===== src/rtl/alu_mul_seq_if.sv =====
// Bundle between the shift-and-add multiplier controller, its requester and the shared ALU.
// The slave side is the controller; the master side is the requester plus the ALU.
interface alu_mul_seq_if;
   logic        start;
   logic [15:0] op_a;
   logic [15:0] op_b;
   logic        busy;
   logic        done;
   logic [15:0] product;
   logic        ovf;
   logic [2:0]  alu_sel;
   logic [15:0] alu_a;
   logic [15:0] alu_b;
   logic [15:0] alu_result;
   logic [3:0]  alu_flags;

   modport slave (
      input  start, op_a, op_b, alu_result, alu_flags,
      output busy, done, product, ovf, alu_sel, alu_a, alu_b
   );

   modport master (
      output start, op_a, op_b, alu_result, alu_flags,
      input  busy, done, product, ovf, alu_sel, alu_a, alu_b
   );
endinterface


===== src/rtl/alu_mul_seq.sv =====
// 16x16 unsigned shift-and-add multiplier that borrows the shared ALU for every add and shift.
// Returns the low 16 product bits and an exact overflow flag; stops once the multiplier runs out of set bits.
//
// state   | meaning
// IDLE    | waiting for start; ALU outputs held at zero
// CHECK   | test multiplier bit 0 through ALU AND
// ADD     | acc += mcand through ALU PLUS; fold carry and lost bits into ovf
// SHL     | mcand <<= 1; remember any bit pushed out of the top
// SHR     | mplier >>= 1; finish when it reaches zero
// DONE    | one-cycle done pulse, result stable
module alu_mul_seq (
   input  logic               clk,
   input  logic               rst_n,
   alu_mul_seq_if.slave       bus
);
   localparam logic [2:0] ALU_PLUS = 3'd0;
   localparam logic [2:0] ALU_AND  = 3'd2;
   localparam logic [2:0] ALU_SHL  = 3'd5;
   localparam logic [2:0] ALU_SHR  = 3'd6;

   typedef enum logic [2:0] {
      S_IDLE, S_CHECK, S_ADD, S_SHL, S_SHR, S_DONE
   } state_t;

   state_t      state, state_nxt;
   logic [15:0] acc, acc_nxt;
   logic [15:0] mcand, mcand_nxt;
   logic [15:0] mplier, mplier_nxt;
   logic        lost, lost_nxt;
   logic        ovf_r, ovf_nxt;
   logic [2:0]  sel;
   logic [15:0] opa, opb;

   always_ff @(posedge clk or negedge rst_n) begin
      if (!rst_n) begin
         state  <= S_IDLE;
         acc    <= '0;
         mcand  <= '0;
         mplier <= '0;
         lost   <= 1'b0;
         ovf_r  <= 1'b0;
      end else begin
         state  <= state_nxt;
         acc    <= acc_nxt;
         mcand  <= mcand_nxt;
         mplier <= mplier_nxt;
         lost   <= lost_nxt;
         ovf_r  <= ovf_nxt;
      end
   end

   always_comb begin
      state_nxt  = state;
      acc_nxt    = acc;
      mcand_nxt  = mcand;
      mplier_nxt = mplier;
      lost_nxt   = lost;
      ovf_nxt    = ovf_r;
      sel        = ALU_PLUS;
      opa        = '0;
      opb        = '0;
      case (state)
         S_IDLE: begin
            if (bus.start) begin
               acc_nxt    = '0;
               mcand_nxt  = bus.op_a;
               mplier_nxt = bus.op_b;
               lost_nxt   = 1'b0;
               ovf_nxt    = 1'b0;
               state_nxt  = S_CHECK;
            end
         end
         S_CHECK: begin
            sel       = ALU_AND;
            opa       = mplier;
            opb       = 16'd1;
            state_nxt = bus.alu_flags[0] ? S_SHL : S_ADD;
         end
         S_ADD: begin
            sel       = ALU_PLUS;
            opa       = acc;
            opb       = mcand;
            acc_nxt   = bus.alu_result;
            // an add after a lost mcand bit means the true sum exceeds 16 bits
            ovf_nxt   = ovf_r | bus.alu_flags[3] | lost;
            state_nxt = S_SHL;
         end
         S_SHL: begin
            sel       = ALU_SHL;
            opa       = mcand;
            opb       = 16'd1;
            mcand_nxt = bus.alu_result;
            lost_nxt  = lost | mcand[15];
            state_nxt = S_SHR;
         end
         S_SHR: begin
            sel        = ALU_SHR;
            opa        = mplier;
            opb        = 16'd1;
            mplier_nxt = bus.alu_result;
            state_nxt  = bus.alu_flags[0] ? S_DONE : S_CHECK;
         end
         S_DONE: state_nxt = S_IDLE;
         default: state_nxt = S_IDLE;
      endcase
   end

   assign bus.busy    = (state != S_IDLE);
   assign bus.done    = (state == S_DONE);
   assign bus.product = acc;
   assign bus.ovf     = ovf_r;
   assign bus.alu_sel = sel;
   assign bus.alu_a   = opa;
   assign bus.alu_b   = opb;
endmodule


===== src/flat_wrapper.sv =====
// flat-port wrapper written by rule: the top's interface ports become plain ports
module alu_mul_seq_flat 
  (clk, rst_n, bus_start, bus_op_a, bus_op_b, bus_alu_result, bus_alu_flags, bus_busy, bus_done, bus_product, bus_ovf, bus_alu_sel, bus_alu_a, bus_alu_b);
  alu_mul_seq_if bus_i ();
  input  logic clk;
  input  logic rst_n;
  input wire logic [$bits(bus_i.start)-1:0] bus_start;
  input wire logic [$bits(bus_i.op_a)-1:0] bus_op_a;
  input wire logic [$bits(bus_i.op_b)-1:0] bus_op_b;
  input wire logic [$bits(bus_i.alu_result)-1:0] bus_alu_result;
  input wire logic [$bits(bus_i.alu_flags)-1:0] bus_alu_flags;
  output wire logic [$bits(bus_i.busy)-1:0] bus_busy;
  output wire logic [$bits(bus_i.done)-1:0] bus_done;
  output wire logic [$bits(bus_i.product)-1:0] bus_product;
  output wire logic [$bits(bus_i.ovf)-1:0] bus_ovf;
  output wire logic [$bits(bus_i.alu_sel)-1:0] bus_alu_sel;
  output wire logic [$bits(bus_i.alu_a)-1:0] bus_alu_a;
  output wire logic [$bits(bus_i.alu_b)-1:0] bus_alu_b;
  assign bus_i.start = bus_start;
  assign bus_i.op_a = bus_op_a;
  assign bus_i.op_b = bus_op_b;
  assign bus_i.alu_result = bus_alu_result;
  assign bus_i.alu_flags = bus_alu_flags;
  assign bus_busy = bus_i.busy;
  assign bus_done = bus_i.done;
  assign bus_product = bus_i.product;
  assign bus_ovf = bus_i.ovf;
  assign bus_alu_sel = bus_i.alu_sel;
  assign bus_alu_a = bus_i.alu_a;
  assign bus_alu_b = bus_i.alu_b;
  alu_mul_seq u_core (.clk(clk), .rst_n(rst_n), .bus(bus_i));
endmodule

===== config.mk =====
export PLATFORM = sky130hd
export DESIGN_NAME = alu_mul_seq_flat
export DESIGN_NICKNAME = d
export VERILOG_FILES = /design/src/rtl/alu_mul_seq_if.sv /design/src/rtl/alu_mul_seq.sv /design/src/flat_wrapper.sv
export SDC_FILE = /design/constraint.sdc
export NUM_CORES = 1
export LEC_CHECK = 0
export ABC_AREA = 1
export CORE_ASPECT_RATIO = 0.75
export CORE_MARGIN = 2
export CORE_UTILIZATION = 43
export DETAILED_ROUTE_END_ITERATION = 7
export PLACE_DENSITY = 0.76
export SYNTH_ARGS = -nofsm -noshare
export SYNTH_HDL_FRONTEND = slang
export SYNTH_SLANG_ARGS = --single-unit

===== constraint.sdc =====
create_clock -name clk -period 3 [get_ports clk]
set_input_delay 0.6 -clock clk [delete_from_list [all_inputs] [get_ports clk]]
set_output_delay 0.6 -clock clk [all_outputs]
set_load 0.01 [all_outputs]

# == Yosys cells after proc, flatten, opt, wreduce, memory -nomap -nowiden ==
# Cells that the tools add are included.
# op_classes
n_eq_ne,6
mux,16
n_bitwise,3
n_reduce_logical,10
# op_table
cell,count
$pmux W16 S2,4
$mux W16,3
$pmux W16 S3,1
$pmux W3 S5,1
$pmux W3 S3,1
$eq A3 B2 Y1 const B,2
$eq A3 B3 Y1 const B,2
$mux W3,2
$reduce_and A2 Y1,3
$reduce_bool A2 Y1,3
$pmux W1 S2,2
$eq A3 B1 Y1 const B,1
$logic_not A3 Y1,1
$or A1 B1 Y1,3
$reduce_bool A3 Y1,1
$reduce_or A3 Y1,1
$mux W1,2
$ne A2 B2 Y1 const B,1
$reduce_or A2 Y1,1
# word_totals
reg_bits,53
input_bits,55
output_inout_bits,54
wordCells,41

# == Logic depth before layout (Yosys ltp) ==
# Gate-level depths: netlist of run 1.
# logic_depth
depth_word,3
ltp_mapped,7
depth_no_buf,6

# == Worst setup path before layout of run 1 ==
# No wires, ideal clock.
# synth_path
path_type,register -> output
start,reg u_core.state[1]
end,out bus_alu_b[0]
arrival_time_ns,1.166
t_required_ns,2.400
path_slack_ns,1.234
path_stages_with_launch,8
n_path_buf,2
path_cell_list,dfrtp_1 > nor2_2 > buf_6 > nand2_4 > nand2_4 > buf_12 > nor2_2 > nand2_1
# synth_via
elab_chain_cells,3
# synth_lines
element,line,rtl
start: declaration,alu_mul_seq.sv:25,"state_t state, state_nxt;"
start signal: assignment,alu_mul_seq.sv:43,state <= state_nxt;
"$eq A3 B1 Y1, or another cell as far along",alu_mul_seq.sv:62,case (state)
$reduce_or A3 Y1 (no source line),-,
$pmux W16 S2 (*),alu_mul_seq.sv:62,
end: declaration,flat_wrapper.sv:18,output wire logic [$bits(bus_i.alu_b)-1:0] bus_alu_b;
# Mark *: on every way between the ends. The rest lies on a longest branch, timed or not.

# == Worst setup path after layout of run 1 ==
# layout_path
start,reg u_core.state[2]
end,out bus_alu_a[15]
# layout_via
elab_chain_cells,3
# layout_lines
element,line,rtl
$eq A3 B1 Y1 / $eq A3 B3 Y1 (equally long branches),alu_mul_seq.sv:62,
$reduce_or A2 Y1 (no source line),-,
$pmux W16 S3 (*),alu_mul_seq.sv:62,
end: declaration,flat_wrapper.sv:17,output wire logic [$bits(bus_i.alu_a)-1:0] bus_alu_a;
# Marked as above.

==> run summary, run 1 <==
number of warnings reported in the yosys synthesis log -> 0
worst endpoint required time -> 2.40 ns
routed wire length -> 9.85 mm
clock share of power -> 11.5%
filler instances -> 693
critical path launch point type -> flip-flop
library cells used by synthesis -> 23
count of clock tree sinks -> 53
Static Leak -> 2.38 nW
Seq/Total Area, Yosys -> 39.8%
Clock Pin Slew Worst Setup and Hold Paths -> 0.10 ns
floorplan core area -> 7430 µm²
Fmax -> 0.344 GHz
DRC violation count after routing -> 0
outcome -> finished clean
number of antenna violations at the first check in global routing -> 0
hold violation total from the final report -> 0
total of flip-flops plus latches after synthesis -> 53
setup violators final -> 0
via count -> 3,385
Worst Tran Pin Value -> 0.486 ns
largest net degree at the start of global routing -> 54
main area contributors after synthesis -> sky130_fd_sc_hd__dfrtp_1 (40%), sky130_fd_sc_hd__nand2_1 (21%), sky130_fd_sc_hd__nand3_1 (8.9%)
TritonCTS clock tree -> built
kind of capture point of the worst setup path -> output pin
detailed placement HPWL -> 7.15 mm
Wirelength per Cell -> 14.7 µm
area growth from synthesis to layout -> 35.0%
final critical-path share of the clock period -> 96.9%
starting utilization of the core area -> 44.9%
number of vias per cell after detailed routing -> 5.06
Cells after Synth -> 474
Pre-antenna DRT Iters -> 5
setup TNS -> 0 ns
clock latency of the later-clocked register in the worst-skew pair -> 0.31 ns
minimum clock period after layout -> 2.91 ns
Max-Cap Viols -> 0
CTS Buffer Depth -> 2
Sw Share -> 45.1%
grt ovf -> 0
power density cells -> 992 nW/µm²
iteration-0 DRC count of the detailed router -> 287
unrepaired setup endpoints after global routing -> false
Data arrival, critical path -> 2.31 ns
combinational fraction of design power -> 59.3%
maximum level of the CTS H-tree -> 2
Post-CTS Setup Bufs -> 0
cell taking the most area after synthesis -> sky130_fd_sc_hd__dfrtp_1
register-to-register setup slack -> 1.10 ns
number of port buffers -> 106
antenna-violating nets left -> 0
count of standard-cell rows -> 27
die footprint -> 8480 µm²
Reg power frac -> 29.2%
number of global-route vias before repair -> 3,021
root cell of the clock tree -> sky130_fd_sc_hd__clkbuf_8
total I/O pin count -> 109
nets in the synthesized netlist -> 529
number of buffers added by the clock tree synthesis step -> 5
path type of the worst min-delay path -> input port to asynchronous set/reset pin
P_int -> 2.45 mW
number of nets at the end of the flow -> 622
net switching power of the design -> 2.02 mW
Die X -> 106 µm
Worst Setup Path Type -> flip-flop to output pin
mean area per synthesized cell -> 7.03 µm²
share of cells above drive strength 1 -> 9.15%
area share of the largest cell type after synthesis -> 39.8%
Worst slew margin -> 67.5%
vertical extent of the die -> 80.3 µm
worst-case hold slack -> 0.282 ns
final antenna diode count -> 0
largest fanout of any net on the critical path -> 20
final estimated routing congestion in global placement -> 0.848
number of slew-limit violations in the final report -> 0
first-pass GRT wire length -> 15.5 mm
worst-case clock skew -> 0.00845 ns
post-synthesis cell area -> 3330 µm²
Total Routing Usage GR -> 23.3%
Peak supply drop -> 0.000531 V
## registers in the layout (all words and copies together) (netlist names)
signal              cells
u_core.lost             1
u_core.state            3
u_core.mplier          16
u_core.bus.ovf          1
u_core.bus.product     16
u_core.mcand           16
## path summary, 6_finish.rpt
kind | from | to | cells after the start
worst max-delay path | u_core.state[2] | bus_alu_a[15] | 6
worst min-delay path | rst_n | u_core.bus.ovf | 2
worst max register to register | u_core.state[1] | u_core.mcand[14] | 6
worst min register to register | u_core.mplier[2] | u_core.mplier[2] | 2
max in group asynchronous | rst_n | u_core.mplier[0] | 2
min in group clk | u_core.mplier[2] | u_core.mplier[2] | 2
## cell type report
cell class	instances	area, µm²	area share [%]
Clock inverter	1	30.0	0.667
Inverter	61	234	5.20
Multi-Input combinational cell	330	1560	34.6
Timing Repair Buffer	116	1140	25.4
Tap cell	101	126	2.81
Sequential cell	53	1330	29.5
Clock buffer	7	86.3	1.92
## worst max-delay path: stages, from the launching register on
cell and delay [ns]:
sky130_fd_sc_hd__dfrtp_1 0.40, sky130_fd_sc_hd__inv_2 0.31, sky130_fd_sc_hd__nand3_2 0.18, sky130_fd_sc_hd__nand2_4 0.27, sky130_fd_sc_hd__nand2_1 0.16, sky130_fd_sc_hd__nand3_1 0.12
sky130_fd_sc_hd__clkdlybuf4s50_1 0.55
## routing by layer
| metal | part of all wire (%) | track usage (%) |
|---|---|---|
| met5 | 0 | 0 |
| met4 | 0.79 | 3.82 |
| met3 | 8.6 | 5.11 |
| met2 | 42 | 34.4 |
| met1 | 48 | 35.3 |
## placed cells by master, fill, tap and decap left out
| master | instances |
|---|---|
| sky130_fd_sc_hd__nand2_1 | 184 |
| sky130_fd_sc_hd__clkdlybuf4s50_1 | 105 |
| sky130_fd_sc_hd__nand3_1 | 59 |
| sky130_fd_sc_hd__inv_1 | 55 |
| sky130_fd_sc_hd__dfrtp_1 | 53 |
| sky130_fd_sc_hd__nor2_1 | 23 |
| sky130_fd_sc_hd__nand4_1 | 23 |
| sky130_fd_sc_hd__nand3_2 | 10 |
| sky130_fd_sc_hd__nand2_2 | 10 |
| sky130_fd_sc_hd__buf_4 | 9 |
| sky130_fd_sc_hd__nand3b_1 | 7 |
| sky130_fd_sc_hd__clkbuf_8 | 6 |
| sky130_fd_sc_hd__inv_2 | 4 |
| sky130_fd_sc_hd__nor2_2 | 3 |
| sky130_fd_sc_hd__nor3_1 | 3 |
| sky130_fd_sc_hd__nand2_4 | 2 |
| sky130_fd_sc_hd__nand3_4 | 2 |
| sky130_fd_sc_hd__inv_4 | 2 |
| sky130_fd_sc_hd__o21ai_4 | 1 |
| sky130_fd_sc_hd__a21oi_1 | 1 |
| sky130_fd_sc_hd__o21bai_1 | 1 |
| sky130_fd_sc_hd__o21ai_0 | 1 |
| sky130_fd_sc_hd__clkbuf_1 | 1 |
| sky130_fd_sc_hd__bufinv_16 | 1 |
| sky130_fd_sc_hd__buf_2 | 1 |
| sky130_fd_sc_hd__buf_12 | 1 |
## synthesized netlist by cell type
| cell | number |
|---|---|
| sky130_fd_sc_hd__nand2_1 | 184 |
| sky130_fd_sc_hd__nand3_4 | 2 |
| sky130_fd_sc_hd__nand2_4 | 2 |
| sky130_fd_sc_hd__buf_4 | 7 |
| sky130_fd_sc_hd__a21oi_1 | 1 |
| sky130_fd_sc_hd__nand3b_1 | 7 |
| sky130_fd_sc_hd__nor3_1 | 3 |
| sky130_fd_sc_hd__o21ai_4 | 1 |
| sky130_fd_sc_hd__nand2_2 | 10 |
| sky130_fd_sc_hd__nand3_2 | 10 |
| sky130_fd_sc_hd__nand3_1 | 59 |
| sky130_fd_sc_hd__dfrtp_1 | 53 |
| sky130_fd_sc_hd__o21bai_1 | 1 |
| sky130_fd_sc_hd__inv_1 | 55 |
| sky130_fd_sc_hd__buf_2 | 16 |
| sky130_fd_sc_hd__buf_6 | 6 |
| sky130_fd_sc_hd__nor2_2 | 3 |
| sky130_fd_sc_hd__inv_4 | 1 |
| sky130_fd_sc_hd__inv_2 | 5 |
| sky130_fd_sc_hd__buf_12 | 1 |
| sky130_fd_sc_hd__nor2_1 | 23 |
| sky130_fd_sc_hd__nand4_1 | 23 |
| sky130_fd_sc_hd__o21ai_0 | 1 |
## repair_timing
action / in CTS / in global routing
resized for setup: 0 / 2
hold buffers: 0 / 0
endpoints found under the setup margin: 0 / 17
## cells by family after synthesis
kind of cell / Yosys count / share of synthesized area [%]
AOI/OAI and AO/OA: 4 / 1.01
buffers and inverters: 91 / 13.5
DFF: 53 / 39.8
and+or+nand+nor: 326 / 45.7
## power by group through the flow
stage	clock network (mW)	logic, mW	registers [mW]
2_1_floorplan	0	1.66	1.28
3_3_place_gp	0	2.57	1.30
3_5_place_dp	0	2.64	1.31
4_1_cts	0.517	2.65	1.30
5_1_grt	0.552	2.90	1.34
6_report	0.513	2.65	1.30
## through the flow
stage / power (mW) / cell area, µm² / utilization (%) / cells / worst slack, ns
after detailed placement: 3.95 / 4380 / 59.0 / 661 / 0.381
after floorplan: 2.94 / 3330 / - / 474 / 1.23
after global routing: 4.80 / 4500 / 60.6 / 669 / 0.0232
after CTS: 4.46 / 4500 / 60.6 / 669 / 0.0305
final: 4.47 / 4500 / 60.6 / 669 / 0.0931
after global placement: 3.87 / 4380 / 59.0 / 661 / 0.438
No activity file was read; power rests on OpenSTA's default activity.
==> inputs of run 2 (changes only) <==
--- a/config.mk
+++ b/config.mk
@@ -8,9 +8,10 @@
 export ABC_AREA = 1
 export CORE_ASPECT_RATIO = 0.75
 export CORE_MARGIN = 2
-export CORE_UTILIZATION = 43
+export CORE_UTILIZATION = 42
 export DETAILED_ROUTE_END_ITERATION = 7
-export PLACE_DENSITY = 0.76
+export PLACE_DENSITY = 0.77
+export RECOVER_POWER = 100
 export SYNTH_ARGS = -nofsm -noshare
 export SYNTH_HDL_FRONTEND = slang
 export SYNTH_SLANG_ARGS = --single-unit
==> constraint.sdc (replaced) <==
create_clock -name clk -period 2.47 [get_ports clk]
set_input_delay 0.494 -clock clk [delete_from_list [all_inputs] [get_ports clk]]
set_output_delay 0.494 -clock clk [all_outputs]
set_load 0.01 [all_outputs]
==> run summary, run 2 (same netlist as run 1, synthesis figures left out) <==
largest fanout of any net on the critical path -> 36
area used by multi-input combinational logic -> 1610 µm²
filler instances -> 706
leading cell types in the layout, fill and taps excluded -> sky130_fd_sc_hd__nand2_1 (184), sky130_fd_sc_hd__clkdlybuf4s50_1 (88), sky130_fd_sc_hd__nand3_1 (59), sky130_fd_sc_hd__inv_1 (54), sky130_fd_sc_hd__dfrtp_1 (50)
vertical extent of the die -> 81.2 µm
commonest non-fill, non-tap cell in the layout -> sky130_fd_sc_hd__nand2_1
worst endpoint required time -> 1.98 ns
maximum level of the CTS H-tree -> 2
first-pass GRT wire length -> 15.8 mm
total I/O pin count -> 109
Total Routing Usage GR -> 23.3%
grt ovf -> 0
net switching power of the design -> 2.57 mW
root cell of the clock tree -> sky130_fd_sc_hd__clkbuf_8
clock latency of the later-clocked register in the worst-skew pair -> 0.31 ns
TritonCTS clock tree -> built
outcome -> finished clean
Max-Cap Viols -> 0
die footprint -> 8680 µm²
unrepaired setup endpoints after global routing -> true
total power -> 5.54 mW
Die X -> 107 µm
via count -> 3,488
Sw Share -> 46.3%
kind of capture point of the worst setup path -> output pin
hold-fix buffer count after cts -> 0
count of standard-cell rows -> 28
M2 GR Usage -> 35.9%
Worst Setup Path Type -> flip-flop to output pin
floorplan core area -> 7810 µm²
met3 Track Usage GR -> 4.41%
Peak supply drop -> 0.000415 V
number of nets at the end of the flow -> 636
detailed placement HPWL -> 7.34 mm
P_int -> 2.97 mW
clock share of power -> 9.3%
Pre-antenna DRT Iters -> 5
largest net degree at the start of global routing -> 37
critical path launch point type -> flip-flop
DRC violation count after routing -> 0
starting utilization of the core area -> 42.7%
number of vias per cell after detailed routing -> 5.08
worst-case hold slack -> 0.269 ns
number of buffers added by the clock tree synthesis step -> 5
area growth from synthesis to layout -> 40.6%
worst-case clock skew -> 0.00900 ns
iteration-0 DRC count of the detailed router -> 251
power density cells -> 1180 nW/µm²
minimum clock period after layout -> 2.41 ns
number of global-route vias before repair -> 3,079
setup violators final -> 0
number of slew-limit violations in the final report -> 0
final antenna diode count -> 0
path type of the worst min-delay path -> input port to asynchronous set/reset pin
Final Util -> 60.0%
combinational fraction of design power -> 61.1%
most utilized layer in the global route result -> met2
hold violation total from the final report -> 0
Wirelength per Cell -> 15.0 µm
final estimated routing congestion in global placement -> 0.899
Fmax -> 0.415 GHz
routed wire length -> 10.3 mm
setup TNS -> 0 ns
final critical-path share of the clock period -> 97.6%
Static Leak -> 2.66 nW
CTS Buffer Depth -> 2
Clock Pin Slew Worst Setup and Hold Paths -> 0.10 ns
area used by sequential logic in the layout -> 1330 µm²
Worst slew margin -> 24.4%
Reg power frac -> 29.7%
count of clock tree sinks -> 53
met1 usage in global routing -> 34.8%
cell area after layout -> 4690 µm²
Cell Area, Placed -> 4410 µm²
number of port buffers -> 106
Worst Tran Pin Value -> 1.13 ns
number of antenna violations at the first check in global routing -> 0
share of cells above drive strength 1 -> 11.7%
Data arrival, critical path -> 1.92 ns
antenna-violating nets left -> 0
==> run 2: cell count changes in the layout (fill, tap and decap cells not counted), moves of 2 or more <==
cell and delta:
sky130_fd_sc_hd__clkdlybuf4s50_1 -17, sky130_fd_sc_hd__dlymetal6s2s_1 +17, sky130_fd_sc_hd__buf_4 +8, sky130_fd_sc_hd__buf_6 +3, sky130_fd_sc_hd__dfrtp_1 -3, sky130_fd_sc_hd__dfrtp_2 +3
sky130_fd_sc_hd__nand2_8 +3, sky130_fd_sc_hd__clkbuf_1 +2, sky130_fd_sc_hd__inv_6 +2, sky130_fd_sc_hd__nand2_4 -2
==> run 2: worst paths after layout <==
check	start	endpoint	slack, ns	depth (start not counted)
setup / recovery	u_core.state[2]	bus_alu_sel[2]	0.06	5
hold / removal	rst_n	u_core.mcand[14]	0.27	1
setup reg to reg	u_core.state[0]	u_core.bus.ovf	0.44	6
hold reg to reg	u_core.mplier[2]	u_core.mplier[2]	0.49	2
max in group asynchronous	rst_n	u_core.state[1]	0.61	2
min in group clk	u_core.mplier[2]	u_core.mplier[2]	0.49	2
==> run 2: routing by layer <==
metal  up-vias  wire, µm
li1       1694         -
met1      1621      4870
met2       161      4460
met3        12       829
met4         0       115
met5         -         0
==> run 2: cell type report <==
| cell class | count | area share, % |
|---|---|---|
| clock inverters | 3 | 0.534 |
| multi-input cells | 331 | 34.3 |
| flip-flops and latches | 53 | 28.4 |
| inverters | 61 | 5.10 |
| well taps | 105 | 2.80 |
| clock buffers | 5 | 1.47 |
| repair buffers | 129 | 27.4 |
==> run 2: through the flow <==
step | std cells | setup WS (ns)
final | 687 | 0.0584
after global placement | 669 | 0.187
after detailed placement | 669 | 0.142
after CTS | 680 | 0.000518
after floorplan | 474 | 0.810
after global routing | 687 | -0.00658
==> run 2: critical path, cell delays in order (launching register included) <==
cell and delay [ns]:
sky130_fd_sc_hd__dfrtp_2 0.45, sky130_fd_sc_hd__inv_4 0.12, sky130_fd_sc_hd__nand3_4 0.10, sky130_fd_sc_hd__buf_4 0.27
sky130_fd_sc_hd__nand2_1 0.12, sky130_fd_sc_hd__clkdlybuf4s50_1 0.54
==> run 2: what timing repair did <==
| item | 4_1_cts | 5_1_grt |
|---|---|---|
| resized for setup | 11 | 24 |
| setup buffers | 2 | 7 |
| cloned | 1 | 0 |
| pin swaps | 2 | 3 |
| setup endpoints to repair | 34 | 34 |
==> run 2: power groups by stage <==
stage                     clock network, mW  registers (mW)  logic (mW)
after floorplan                           0            1.56        2.02
after global placement                    0            1.62        3.07
after detailed placement                  0            1.63        3.17
after CTS                             0.525            1.63        3.31
after global routing                  0.555            1.68        3.71
final                                 0.513            1.65        3.38
==> inputs of run 3 (changes only) <==
--- a/config.mk
+++ b/config.mk
@@ -10,6 +10,7 @@
 export CORE_MARGIN = 2
 export CORE_UTILIZATION = 42
 export DETAILED_ROUTE_END_ITERATION = 7
+export GPL_TIMING_DRIVEN = 0
 export PLACE_DENSITY = 0.77
 export RECOVER_POWER = 100
 export SYNTH_ARGS = -nofsm -noshare
==> run summary, run 3 (same netlist as run 1, synthesis figures left out) <==
total I/O pin count -> 109
WP depth -> 5
kind of capture point of the worst setup path -> output pin
commonest non-fill, non-tap cell in the layout -> sky130_fd_sc_hd__nand2_1
Wirelength per Cell -> 14.8 µm
routed wire length -> 10.3 mm
Fmax -> 0.419 GHz
number of port buffers -> 105
Pre-antenna DRT Iters -> 5
total power -> 5.64 mW
worst-case hold slack -> 0.480 ns
CTS Buffer Depth -> 2
Worst Tran Pin Value -> 1.38 ns
worst-case clock skew -> 0.00782 ns
number of global-route vias before repair -> 3,291
number of nets at the end of the flow -> 648
family of cells with the greatest summed delay on the critical path -> buffers and inverters
number of slew-limit violations in the final report -> 0
grt ovf -> 0
launching element of the worst setup path -> u_core.state[2]
antenna-violating nets left -> 0
clock latency of the later-clocked register in the worst-skew pair -> 0.30 ns
Cell Chain, Critical Path -> inv_2, buf_6, buf_2, nor3_1, clkdlybuf4s50_1
starting utilization of the core area -> 42.7%
slowest cell delay on critical path -> 0.59 ns
Worst Setup Path Type -> flip-flop to output pin
setup violators final -> 0
share of cells above drive strength 1 -> 13.3%
detailed placement HPWL -> 8.03 mm
final critical-path share of the clock period -> 96.6%
hold-fix buffer count after cts -> 0
filler instances -> 701
path type of the worst min-delay path -> input port to asynchronous set/reset pin
die footprint -> 8680 µm²
register-to-register setup slack -> 1.07 ns
first-pass GRT wire length -> 16.6 mm
wire length on met1 -> 4.71 mm
critical path launch point type -> flip-flop
Total Routing Usage GR -> 24.6%
count of standard-cell rows -> 28
metal2 WL -> 4.48 mm
minimum clock period after layout -> 2.39 ns
Static Leak -> 2.84 nW
Top Layer Used -> met4
largest fanout of any net on the critical path -> 10
final antenna diode count -> 0
Max-Cap Viols -> 0
root cell of the clock tree -> sky130_fd_sc_hd__clkbuf_8
Clock Pin Slew Worst Setup and Hold Paths -> 0.10 ns
unrepaired setup endpoints after global routing -> true
number of antenna violations at the first check in global routing -> 0
number of buffers and inverters on the critical path -> 4
Final Util -> 60.6%
number of vias per cell after detailed routing -> 5.01
Data arrival, critical path -> 1.89 ns
number of buffers added by the clock tree synthesis step -> 5
FF-to-FF path depth -> 7
power density cells -> 1190 nW/µm²
launching point of the worst reg2reg path -> u_core.state[0]
Die X -> 107 µm
Worst slew margin -> 7.67%
library cell contributing the largest single delay on the critical path -> sky130_fd_sc_hd__clkdlybuf4s50_1
worst endpoint required time -> 1.98 ns
vertical extent of the die -> 81.2 µm
final estimated routing congestion in global placement -> 0.859
TritonCTS clock tree -> built
iteration-0 DRC count of the detailed router -> 275
leading cell types in the layout, fill and taps excluded -> sky130_fd_sc_hd__nand2_1 (184), sky130_fd_sc_hd__clkdlybuf4s50_1 (72), sky130_fd_sc_hd__nand3_1 (59), sky130_fd_sc_hd__inv_1 (54), sky130_fd_sc_hd__dfrtp_1 (53)
maximum level of the CTS H-tree -> 2
hold violation total from the final report -> 0
via count -> 3,502
outcome -> finished clean
DRC violation count after routing -> 0
largest net degree at the start of global routing -> 30
count of clock tree sinks -> 53
Peak supply drop -> 0.000501 V
floorplan core area -> 7810 µm²
r2r endpoint -> u_core.mplier[7]
Met3 Routed Length -> 1.09 mm
area growth from synthesis to layout -> 42.0%
==> run 3: worst max path at each step <==
stage	end	slack (ns)
2_1_floorplan	bus_alu_b[0]	0.81
3_3_place_gp	u_core.mplier[3]	-0.68
3_5_place_dp	bus_alu_a[15]	0.13
4_1_cts	bus_alu_b[6]	0.02
5_1_grt	bus_alu_b[4]	-0.01
6_report	bus_done	0.08
==> run 3: layout make-up <==
class	instances	area, µm²	share of cell area [%]
plain buffers	30	248	5.23
clock buffers	7	86.3	1.82
clock inverters	1	30.0	0.634
inverters	61	234	4.94
multi-input cells	330	1560	32.9
flip-flops and latches	53	1330	28.0
well taps	105	131	2.77
repair buffers	112	1120	23.7
==> run 3: worst reg2reg max path: cells and delay by family, from the launching register on <==
kind	cells	cell delay [ns]
and+or+nand+nor	4	0.41
DFF	1	0.41
buffers and inverters	3	0.49
==> run 3: repair_timing <==
item                       CTS  global route
pin swaps                    2             1
setup endpoints to repair   33            20
buffers inserted             4             2
gates resized for setup     21            22
==> run 3: where the power goes <==
group	switching, mW	internal [mW]	total, mW
logic	1.94	1.51	3.45
clock network	0.289	0.331	0.620
registers	0.302	1.27	1.57
total	2.53	3.11	5.64
==> run 3: metrics by stage <==
| stage | TNS, ns | instance area [µm²] | setup WS [ns] | instances |
|---|---|---|---|---|
| after floorplan | 0 | 3330 | 0.810 | 474 |
| after global placement | -35.80 | 4520 | -0.678 | 684 |
| after detailed placement | 0 | 4530 | 0.130 | 685 |
| after CTS | 0 | 4680 | 0.0168 | 697 |
| after global routing | -0.0140 | 4730 | -0.0140 | 699 |
| final | 0 | 4730 | 0.0832 | 699 |
==> run 3: routing by layer <==
layer | vias to the layer above | track usage, %
met1 | 1597 | 36.8
met2 | 187 | 38.1
met3 | 8 | 3.53
li1 | 1710 | -
met4 | 0 | 4.94
met5 | - | 0
